--- src/rtl/bcd_pkg.sv ---
// Shared constants and state encoding for the sequential binary-to-BCD converter.
package bcd_pkg;

  localparam int         DIGIT_W    = 4;
  localparam logic [3:0] ADJ_THRESH = 4'd5;
  localparam logic [3:0] ADJ_ADD    = 4'd3;
  localparam logic [3:0] DIGIT_MAX  = 4'h9;

  typedef enum logic [1:0] {
    ST_IDLE  = 2'd0,
    ST_SHIFT = 2'd1,
    ST_DONE  = 2'd2
  } state_e;

endpackage

--- src/rtl/bcd_digit_adj.sv ---
// Per-digit double-dabble correction: a digit of 5..9 gets 3 added before the shift.
module bcd_digit_adj
  import bcd_pkg::*;
(
  input  logic [DIGIT_W-1:0] digit_i,
  output logic [DIGIT_W-1:0] digit_o
);

  // Inputs are at most 9 on the adjusted path, so the 4-bit add never carries out.
  always_comb begin
    digit_o = digit_i;
    if (digit_i >= ADJ_THRESH) begin
      digit_o = digit_i + ADJ_ADD;
    end else begin
      digit_o = digit_i;
    end
  end

endmodule

--- src/rtl/bcd_seq_converter.sv ---
// Multi-cycle binary-to-BCD converter (shift-and-add-3, one input bit per clock)
// with start/done handshake and saturation to all-nines on overflow.
module bcd_seq_converter
  import bcd_pkg::*;
#(
  parameter int WIDTH  = 8,
  parameter int DIGITS = 3
) (
  input  logic                        clk,
  input  logic                        rst_n,
  input  logic                        start,
  input  logic [WIDTH-1:0]            binary,
  output logic                        busy,
  output logic                        done,
  output logic [DIGIT_W*DIGITS-1:0]   bcd,
  output logic                        overflow
);

  localparam int ACC_W = DIGIT_W * DIGITS;
  localparam int CNT_W = $clog2(WIDTH + 1);
  localparam logic [CNT_W-1:0] CNT_LOAD = CNT_W'(WIDTH);
  localparam logic [CNT_W-1:0] CNT_ONE  = CNT_W'(1);

  state_e             state_q, state_d;
  logic [WIDTH-1:0]   shift_q, shift_d;
  logic [ACC_W-1:0]   acc_q, acc_d;
  logic [CNT_W-1:0]   cnt_q, cnt_d;
  logic               sticky_q, sticky_d;
  logic [ACC_W-1:0]   bcd_q, bcd_d;
  logic               ovf_q, ovf_d;
  logic               done_q, done_d;

  logic [ACC_W-1:0]   acc_adj;
  logic [ACC_W-1:0]   sat_val;

  for (genvar g = 0; g < DIGITS; g++) begin : g_adj
    bcd_digit_adj u_adj (
      .digit_i (acc_q[g*DIGIT_W +: DIGIT_W]),
      .digit_o (acc_adj[g*DIGIT_W +: DIGIT_W])
    );
  end

  assign sat_val = {DIGITS{DIGIT_MAX}};

  // Next-state and datapath update for the conversion sequence.
  always_comb begin
    state_d  = state_q;
    shift_d  = shift_q;
    acc_d    = acc_q;
    cnt_d    = cnt_q;
    sticky_d = sticky_q;
    bcd_d    = bcd_q;
    ovf_d    = ovf_q;
    done_d   = 1'b0;

    case (state_q)
      ST_IDLE: begin
        if (start) begin
          shift_d  = binary;
          acc_d    = '0;
          sticky_d = 1'b0;
          cnt_d    = CNT_LOAD;
          state_d  = ST_SHIFT;
        end else begin
          state_d  = ST_IDLE;
        end
      end
      ST_SHIFT: begin
        // A set MSB after correction means the top digit was >= 5 and its carry is lost.
        {acc_d, shift_d} = {acc_adj, shift_q} << 1;
        sticky_d         = sticky_q | acc_adj[ACC_W-1];
        cnt_d            = cnt_q - CNT_ONE;
        if (cnt_q == CNT_ONE) begin
          state_d = ST_DONE;
        end else begin
          state_d = ST_SHIFT;
        end
      end
      ST_DONE: begin
        done_d  = 1'b1;
        bcd_d   = sticky_q ? sat_val : acc_q;
        ovf_d   = sticky_q;
        state_d = ST_IDLE;
      end
      default: begin
        state_d = ST_IDLE;
      end
    endcase
  end

  // State and datapath registers; reset discards any conversion in flight.
  always_ff @(posedge clk) begin
    if (!rst_n) begin
      state_q  <= ST_IDLE;
      shift_q  <= '0;
      acc_q    <= '0;
      cnt_q    <= '0;
      sticky_q <= 1'b0;
      bcd_q    <= '0;
      ovf_q    <= 1'b0;
      done_q   <= 1'b0;
    end else begin
      state_q  <= state_d;
      shift_q  <= shift_d;
      acc_q    <= acc_d;
      cnt_q    <= cnt_d;
      sticky_q <= sticky_d;
      bcd_q    <= bcd_d;
      ovf_q    <= ovf_d;
      done_q   <= done_d;
    end
  end

  assign busy     = (state_q != ST_IDLE);
  assign done     = done_q;
  assign bcd      = bcd_q;
  assign overflow = ovf_q;

endmodule

--- config.mk ---
export PLATFORM = sky130hd
export DESIGN_NAME = bcd_seq_converter
export DESIGN_NICKNAME = d
export VERILOG_FILES = /design/src/rtl/bcd_pkg.sv /design/src/rtl/bcd_digit_adj.sv /design/src/rtl/bcd_seq_converter.sv
export SDC_FILE = /design/constraint.sdc
export NUM_CORES = 1
export LEC_CHECK = 0
export ABC_AREA = 0
export CAP_MARGIN = 25
export CORE_ASPECT_RATIO = 0.6
export CORE_MARGIN = 1.5
export CORE_UTILIZATION = 29
export CTS_BUF_LIST = sky130_fd_sc_hd__clkbuf_8
export CTS_CLUSTER_DIAMETER = 100
export CTS_CLUSTER_SIZE = 16
export DETAILED_ROUTE_END_ITERATION = 10
export GPL_ROUTABILITY_DRIVEN = 0
export GPL_TIMING_DRIVEN = 1
export PLACE_DENSITY_LB_ADDON = 0.12
export SLEW_MARGIN = 20
export SYNTH_ARGS = -nofsm -noshare
export SYNTH_HDL_FRONTEND = slang
export SYNTH_SLANG_ARGS = --single-unit
--- constraint.sdc ---
create_clock -name clk -period 2.5 [get_ports clk]
set_input_delay 0.5 -clock clk [delete_from_list [all_inputs] [get_ports clk]]
set_output_delay 0.5 -clock clk [all_outputs]
set_load 0.005 [all_outputs]
==> results of run 1 <==
synthesized netlist by cell type (all sizes together) (7+ instances only):
master / n / area [µm²]
dfxtp: 41 / 821
nand2: 35 / 131
o21ai: 14 / 70.1
a21boi: 12 / 90.1
nand3: 12 / 60.1
inv: 9 / 33.8
nor3: 9 / 45.0
ha: 8 / 100
nor2: 8 / 30.0
nor3b: 8 / 60.1
buf: 7 / 40.0
o211a: 7 / 70.1
sequential cells by signal, summed over array words and instances, names as in the netlist:
signal / count
overflow: 1
cnt_q: 4
state_q: 2
sticky_q: 1
acc_q: 12
bcd: 12
shift_q: 8
done: 1
power by group through the flow:
stage	clock network, µW	registers [µW]	logic (µW)
2_1_floorplan	0	709	103
4_1_cts	454	698	148
5_1_grt	487	702	166
3_3_place_gp	0	714	148
3_5_place_dp	0	713	147
6_report	441	698	146
per-layer routing:
layer / wire [µm] / track usage / share of wire
met2: 1420 / 0.162 / 0.32
met4: 40 / 0.0395 / 0.0091
met3: 199 / 0.0407 / 0.045
met1: 2740 / 0.224 / 0.62
met5: 0 / 0 / 0
logic make-up after synthesis:
logic type	Yosys count	synth area share
compound gates	44	0.161
simple gates	94	0.257
buf+inv	20	0.0468
fa+ha+maj	8	0.0528
mux	3	0.0178
xor+xnor	7	0.0323
flops	41	0.433
cell type report:
type / count / area (µm²)
Fill cell: 647 / 3920
Clock buffer: 6 / 82.6
Timing Repair Buffer: 27 / 265
Multi-Input combinational cell: 156 / 987
Sequential cell: 41 / 821
Inverter: 9 / 33.8
Tap cell: 84 / 105
Clock inverter: 1 / 3.75
worst paths after layout:
check | from | to | slack, ns | depth (start not counted)
worst max-delay path | state_q[0] | busy | 0.62 | 3
worst min-delay path | bcd[9] | bcd[9] | 0.46 | 2
worst max register to register | acc_q[1] | acc_q[2] | 0.81 | 6
worst min register to register | bcd[9] | bcd[9] | 0.46 | 2
worst register-to-register path: stages, from the launching register on:
cell,delay (ns)
dfxtp_1,0.36
inv_1,0.12
ha_1,0.20
nand2b_1,0.13
a21oi_1,0.31
mux2_2,0.38
o21ai_0,0.13
through the flow:
step,util,instances,hold slack (ns),instance area [µm²]
after global placement,0.356,317,0.446,2210
final,0.369,324,0.457,2300
after detailed placement,0.356,317,0.447,2210
after CTS,0.369,324,0.458,2300
after floorplan,-,217,0.441,1900
after global routing,0.369,324,0.481,2300
==> results.ini, run 1 <==
[run_status]
status=completed

[worst_setup_path]
cp_cell_sequence=nor2_1, inv_1, clkdlybuf4s50_1
start_kind=flip-flop
crit_fanout=7
worstPathArrival_ns=1.38
crit_path_max_incr_delay_ns=0.49
crit_slowest_cell=clkdlybuf4s50_1
end_kind=primary output
worst-path-buf-inv=2
crit_type=reg -> out
cp.required_ns=2.00
crit_family=buffers and inverters

[final_layout]
fin_nets=259
final_cell_mix=dfxtp_1, nand2_1, clkdlybuf4s50_1
drive_above_1_share=0.0583
final_common_cell=dfxtp_1
antenna_cells=0
syn_to_final_growth_pct=21.2

[power]
p_sw_uw=325
p_leak_uw=0.000865
pwr-share-comb=0.114
cellPowerDensity_nw_per_um2=560
p_seq_frac=0.543
vdd_drop_max_uv=186
clkPwrFrac=0.343
p_int_uw=962
p_sw_frac=0.252
total_power_uw=1290

[route]
first_pass_iters=4
viasPerCell=4.58
postRouteAntennaNets=0
wl_um=4410
first_iter_violations=52
vias=1483
wire_per_inst_um=13.6
drc=0

[die]
row_count=22
io_pins=26
die_area_um2=7050
die_height_um=65.6
initial_core_util=0.305
core-area_um2=6220
die_w_um=107

[logic_synthesis]
netlist_instances=217
synth-seq-cells=41
async_flop_share=0
yosysSeqAreaShare=0.433
netlist_area_um2=1900
yosys_most_used_dff=dfxtp_1
avgSynthCellArea_um2=8.74
ys.warnings.count=0
synthDistinctLibCells=33
synth_edf_count=0
synth_fp_nets=236

[cts]
cts_hold_buf=0
cts_made_buffers=5
clkTransAtPathRegs_ns=0.08
cts_buffer_depth=2
cts_resized=0
root_buffer=clkbuf_8
numClockSinks=41
htree_levels=2
cts_tree=built
clkLatencyLatePin_ns=0.29
post_cts_buffers=0

[flow_run]
drv_cap=0

[sta]
final-max-slew-violation-count=0
fin_tns_setup_ns=0
hold_viol_final=0
final-setup-viol-count=0
finClkSkew_ns=0.00213
post-route-period-util=0.752
post-route-min-period_ns=1.88
fmax_ghz=0.532
rsz0062_at_grt=false
setup_ws_ns=0.620
slew_headroom=0.450
worstMarginPinSlew_ns=0.824

[placed_design]
place_ws_ns=0.597
hpwl_um=3110
port_buffers=25

[global_routing]
grt_max_degree=19
antenna_found_initial=0
grt-ovfl-total=0
grtUsageTotal=0.138
grt_pass1_vias=1421
grt_pass1_wl_um=7390

[min_path]
hold_class=reg -> reg

Power figures use the tool's default switching activity.
==> run 2, diff against run 1 <==
==> constraint.sdc (replaced) <==
create_clock -name clk -period 1.5 [get_ports clk]
set_input_delay 0.3 -clock clk [delete_from_list [all_inputs] [get_ports clk]]
set_output_delay 0.3 -clock clk [all_outputs]
set_load 0.005 [all_outputs]
==> run 2 against run 1 <==
  * Global-route usage is 1.2 points higher
  * Largest cell class unchanged
  * Wire length up 7.0%
  * Core utilization grew 4.5 points
  * Register-to-register slack got worse by 0.75 ns
  * Final cell count is 9.0% higher
  * Clock skew up 0.0018 ns
  * Die area unchanged
  * Critical endpoint is now cnt_q[3]
  * Sequential share of layout area shrank 3.4 points
  * Setup slack got worse by 0.56 ns
  * Via count grew 9.0%
  * Non-clock buffer count grew 29
==> results.ini, run 2 (synthesis gave the netlist of run 1 again) <==
[worst_setup_path]
reg2reg_from=state_q[1]
start_kind=flip-flop
crit_slowest_cell=dfxtp_2
path_common_cell=buf_4
cp_cell_sequence=buf_4, buf_4, nand2b_1, buf_12, nor4_4, xnor2_1, a21boi_1
worst-r2r-cell-count=7
cp.required_ns=1.67
end_kind=flip-flop
r2r_end=cnt_q[3]
worst-path-buf-inv=3
crit_path_max_incr_delay_ns=0.34
rrSetupSlack_ns=0.06
worstPathArrival_ns=1.62
crit_family=buffers and inverters
crit_fanout=18
crit_type=reg -> reg

[sta]
fin_tns_setup_ns=0
setup_ws_ns=0.0569
hold_viol_final=0
finClkSkew_ns=0.00393
worstMarginPinSlew_ns=0.503
final-setup-viol-count=0
final-max-slew-violation-count=0
post-route-min-period_ns=1.44
post-route-period-util=0.962
rsz0062_at_grt=true
fmax_ghz=0.693
slew_headroom=0.664
holdWs_ns=0.458

[min_path]
hold_class=reg -> reg
min_path_cells=2
holdCritStartpoint=bcd[9]
min_to=bcd[9]

[route]
drc=0
postRouteAntennaNets=0
vias=1616
wl_um=4710
first_pass_iters=6
first_iter_violations=103
viasPerCell=4.58
wire_per_inst_um=13.4

[die]
die_height_um=65.6
io_pins=26
core-area_um2=6220
initial_core_util=0.305
die_w_um=107
row_count=22
die_area_um2=7050

[global_routing]
antenna_found_initial=0
grt_pass1_vias=1516
grt_max_degree=19
grt-ovfl-total=0
grt_pass1_wl_um=7960
grtUsageTotal=0.149

[final_layout]
final_cells=353
drive_above_1_share=0.223
final_common_cell=nand2_1
final_cell_mix=nand2_1, dfxtp_1, buf_4
antenna_cells=0
fin_nets=288
nFillCells=651
syn_to_final_growth_pct=35.8

[placed_design]
dp.cells=344
port_buffers=25
hpwl_um=3420
place_ws_ns=-0.106

[cts]
cts_buffer_depth=2
cts_made_buffers=5
cts_tree=built
root_buffer=clkbuf_8
clkTransAtPathRegs_ns=0.08
numClockSinks=41
cts_hold_buf=0
htree_levels=2
clkLatencyLatePin_ns=0.29

[power]
pwr-share-comb=0.126
clkPwrFrac=0.373
total_power_uw=2320
p_int_uw=1760
vdd_drop_max_uv=403
cellPowerDensity_nw_per_um2=901
p_sw_uw=558
p_sw_frac=0.240
p_leak_uw=0.00104
p_seq_frac=0.500

[flow_run]
drv_cap=0

[run_status]
status=completed

==> run 2: metal layers <==
layer,track usage,vias to the layer above,share of wire
li1,-,842,-
met1,0.243,739,0.59
met2,0.186,31,0.36
met3,0.0387,4,0.045
met4,0.0345,0,0.0062
met5,0,-,0
==> run 2: repair_timing <==
action | CTS | global route
setup endpoints to repair | 5 | 13
pin swaps | 0 | 3
resized for setup | 6 | 17
buffers inserted | 1 | 1
==> run 2: power by group through the flow <==
| stage | registers [µW] | clock network [µW] | logic (µW) |
|---|---|---|---|
| 2_1_floorplan | 1180 | 0 | 172 |
| 3_3_place_gp | 1190 | 0 | 294 |
| 3_5_place_dp | 1190 | 0 | 291 |
| 4_1_cts | 1160 | 904 | 294 |
| 5_1_grt | 1170 | 951 | 326 |
| 6_report | 1160 | 867 | 294 |
==> run 2: worst max path at each step <==
| stage | slack [ns] | depth (start not counted) | from | to |
|---|---|---|---|---|
| after global placement | -0.09 | 5 | start | cnt_q[2] |
| after CTS | 0.03 | 6 | acc_q[9] | acc_q[10] |
| after global routing | -0.02 | 6 | acc_q[1] | acc_q[2] |
| after detailed placement | -0.11 | 5 | start | cnt_q[2] |
| final | 0.06 | 7 | state_q[1] | cnt_q[3] |
| after floorplan | 0.04 | 6 | acc_q[9] | acc_q[10] |
==> run 2: final cells by class <==
type	instances	area, µm²	area share
Multi-Input combinational cell	156	1000	0.390
Inverter	9	33.8	0.0131
Clock inverter	2	35.0	0.0136
Timing Repair Buffer	56	497	0.193
Clock buffer	5	68.8	0.0267
Tap cell	84	105	0.0408
Sequential cell	41	832	0.323
==> run 2: metrics by stage <==
| stage | cell area, µm² | utilization |
|---|---|---|
| 5_1_grt | 2580 | 0.414 |
| 4_1_cts | 2550 | 0.409 |
| 6_report | 2580 | 0.414 |
| 2_1_floorplan | 1900 | - |
| 3_3_place_gp | 2430 | 0.390 |
| 3_5_place_dp | 2430 | 0.390 |
==> run 2: worst reg2reg max path: cells and delay by family, from the launching register on <==
kind	cells	cell delay [ns]
buffers and inverters	3	0.44
DFF	1	0.34
and+or+nand+nor	2	0.32
xor gates and xnor gates	1	0.15
AOI/OAI and AO/OA	1	0.08
==> run 3, diff against run 2 <==
--- a/config.mk
+++ b/config.mk
@@ -10,7 +10,7 @@
 export CORE_ASPECT_RATIO = 0.6
 export CORE_MARGIN = 1.5
 export CORE_UTILIZATION = 29
-export CTS_BUF_LIST = sky130_fd_sc_hd__clkbuf_8
+export CTS_BUF_LIST = sky130_fd_sc_hd__clkbuf_4 sky130_fd_sc_hd__clkbuf_8
 export CTS_CLUSTER_DIAMETER = 100
 export CTS_CLUSTER_SIZE = 16
 export DETAILED_ROUTE_END_ITERATION = 10
@@ -20,4 +20,5 @@
 export SLEW_MARGIN = 20
 export SYNTH_ARGS = -nofsm -noshare
 export SYNTH_HDL_FRONTEND = slang
+export SYNTH_HIERARCHICAL = 1
 export SYNTH_SLANG_ARGS = --single-unit
==> run 3 against run 2 <==
  * Sequential share of layout area rose by 1.1 points
  * Clock-buffer cell count unchanged
  * Synthesized cell count grew 2.8%
  * Via count down 0.31%
  * Clock skew increased by 0.0038 ns
  * Core utilization shrank 2.0 points
  * Sequential cell count did not move
  * First-iteration DRC count decreased by 39%
  * Wire length down 6.6%
  * Largest power group unchanged
  * Register-to-register slack better by 0.02 ns
  * Setup slack worse by 0.0029 ns
  * Die area increased by 2.3%
==> results.ini, run 3 <==
[global_routing]
grt_max_degree=24
antenna_found_initial=0
grt-ovfl-total=0
grt_pass1_vias=1513
grtUsageTotal=0.137
grt_pass1_wl_um=7510

[die]
initial_core_util=0.309
row_count=22
core-area_um2=6280
die_w_um=109
die_height_um=66.4
die_area_um2=7210
io_pins=26

[logic_synthesis]
synth_area_leaders=dfxtp_1, ha_1, a22o_1
synth_compound_area_frac=0.201
synthMuxAreaShare=0.0155
synth_fp_nets=242
synth_xor_area_frac=0.0135
synth_edf_count=0
synth-seq-cells=41
async_flop_share=0
synth.top_cell.area_share=0.423
synthDistinctLibCells=37
netlist_instances=223
avgSynthCellArea_um2=8.71
netlist_area_um2=1940
synth.top_cells.by_count=dfxtp_1, nand2_1, nor2_1, a21oi_1, nor3_1
yosysTopAreaCell=dfxtp_1
synth_top_family_by_area=simple AND/OR/NAND/NOR gates
synth.most_common_cell=dfxtp_1
yosysSeqAreaShare=0.423
ys.warnings.count=6
synthAdderAreaFrac=0.0515
yosys_most_used_dff=dfxtp_1
synthSimpleGateAreaFrac=0.235

[worst_setup_path]
worstPathArrival_ns=1.15
r2r_end=acc_q[9]
worst-r2r-cell-count=6
start_kind=flip-flop
worst-path-buf-inv=1
rrSetupSlack_ns=0.08
cp.required_ns=1.20
crit_slowest_cell=clkdlybuf4s50_1
startpoint=bcd[1]
crit_family=buffers and inverters
crit_type=reg -> out
reg2reg_from=state_q[0]
crit_path_max_incr_delay_ns=0.53
end_kind=primary output
crit_fanout=2
cp_cell_sequence=clkdlybuf4s50_1

[placed_design]
hpwl_um=3050
dp.cells=338
port_buffers=25

[final_layout]
multiInputGateArea_um2=1000
syn_to_final_growth_pct=27.4
antenna_cells=0
nFillCells=664
fin_nets=281
drive_above_1_share=0.153
final_cells=345
ff_latch_area_um2=826
final_common_cell=dfxtp_1
final_cell_mix=dfxtp_1, clkdlybuf4s50_1, nand2_1

[route]
first_pass_iters=4
wl_um=4400
vias=1611
viasPerCell=4.67
first_iter_violations=63
wire_per_inst_um=12.8
drc=0
postRouteAntennaNets=0

[sta]
finClkSkew_ns=0.00775
slew_headroom=0.660
fmax_ghz=0.692
holdWs_ns=0.450
final-setup-viol-count=0
hold_viol_final=0
post-route-period-util=0.964
rsz0062_at_grt=false
worstMarginPinSlew_ns=0.509
post-route-min-period_ns=1.45
final-max-slew-violation-count=0

[cts]
htree_levels=2
cts_buffer_depth=2
clkLatencyLatePin_ns=0.29
root_buffer=clkbuf_8
cts_made_buffers=5
cts_hold_buf=0
numClockSinks=41
clkTransAtPathRegs_ns=0.07
cts_tree=built

[min_path]
min_path_cells=2
holdCritStartpoint=bcd[2]
min_to=bcd[2]
hold_class=reg -> reg

[power]
vdd_drop_max_uv=292
p_leak_uw=0.000976
cellPowerDensity_nw_per_um2=851

[flow_run]
drv_cap=0

[run_status]
status=completed

==> run 3: report_power, final <==
group | switching [µW] | internal, µW | total [µW]
clock network | 373 | 307 | 680
registers | 25.5 | 1130 | 1150
logic | 129 | 146 | 275
total | 527 | 1580 | 2110
==> run 3: how the worst max path moves through the flow <==
stage                     cells past startpoint  slack [ns]         end
after floorplan                               7        0.19    acc_q[2]
after detailed placement                      4       -0.14    acc_q[3]
after CTS                                     2        0.01        busy
after global placement                        4       -0.12  shift_q[7]
final                                         1        0.05      bcd[1]
after global routing                          7       0.007    acc_q[1]
==> run 3: cell families after synthesis <==
| kind of cell | count (synthesis) |
|---|---|
| multiplexers | 3 |
| buffers and inverters | 24 |
| AO/OA/AOI/OAI | 53 |
| XOR/XNOR | 3 |
| AND/OR/NAND/NOR | 91 |
| flip-flops | 41 |
| adder cells (fa/ha/maj) | 8 |
==> run 3: through the flow <==
step / TNS (ns) / setup slack [ns] / power (µW) / instance area [µm²] / util
5_1_grt: 0 / 0.00704 / 2230 / 2470 / 0.394
3_5_place_dp: -1.94 / -0.138 / 1450 / 2390 / 0.380
4_1_cts: 0 / 0.0143 / 2140 / 2460 / 0.392
6_report: 0 / 0.0540 / 2110 / 2470 / 0.394
2_1_floorplan: 0 / 0.194 / 1340 / 1940 / -
3_3_place_gp: -1.79 / -0.120 / 1450 / 2390 / 0.380
==> run 3: area by class of cell <==
cell class                      count  area share
Clock inverter                      1     0.00202
Multi-Input combinational cell    158       0.405
Sequential cell                    41       0.334
Clock buffer                        5      0.0278
Tap cell                           84      0.0425
Timing Repair Buffer               45       0.172
Inverter                           11      0.0167
==> run 3: timing repair <==
| action | CTS | global route |
|---|---|---|
| resized for setup | 2 | 3 |
| endpoints found under the setup margin | 1 | 3 |
| setup buffers | 0 | 1 |
| pin swaps | 0 | 1 |
==> run 3: routing by layer <==
| layer | wire length [µm] | GRT usage |
|---|---|---|
| met1 | 2540 | 0.208 |
| met2 | 1680 | 0.186 |
| met3 | 165 | 0.0384 |
| met4 | 14 | 0.0296 |
| met5 | 0 | 0 |
==> run 3: worst min-delay path, cell delays in order, from the launching register on <==
cell and delay (ns):
dfxtp_1 0.31, nand2_1 0.05, a21oi_1 0.05
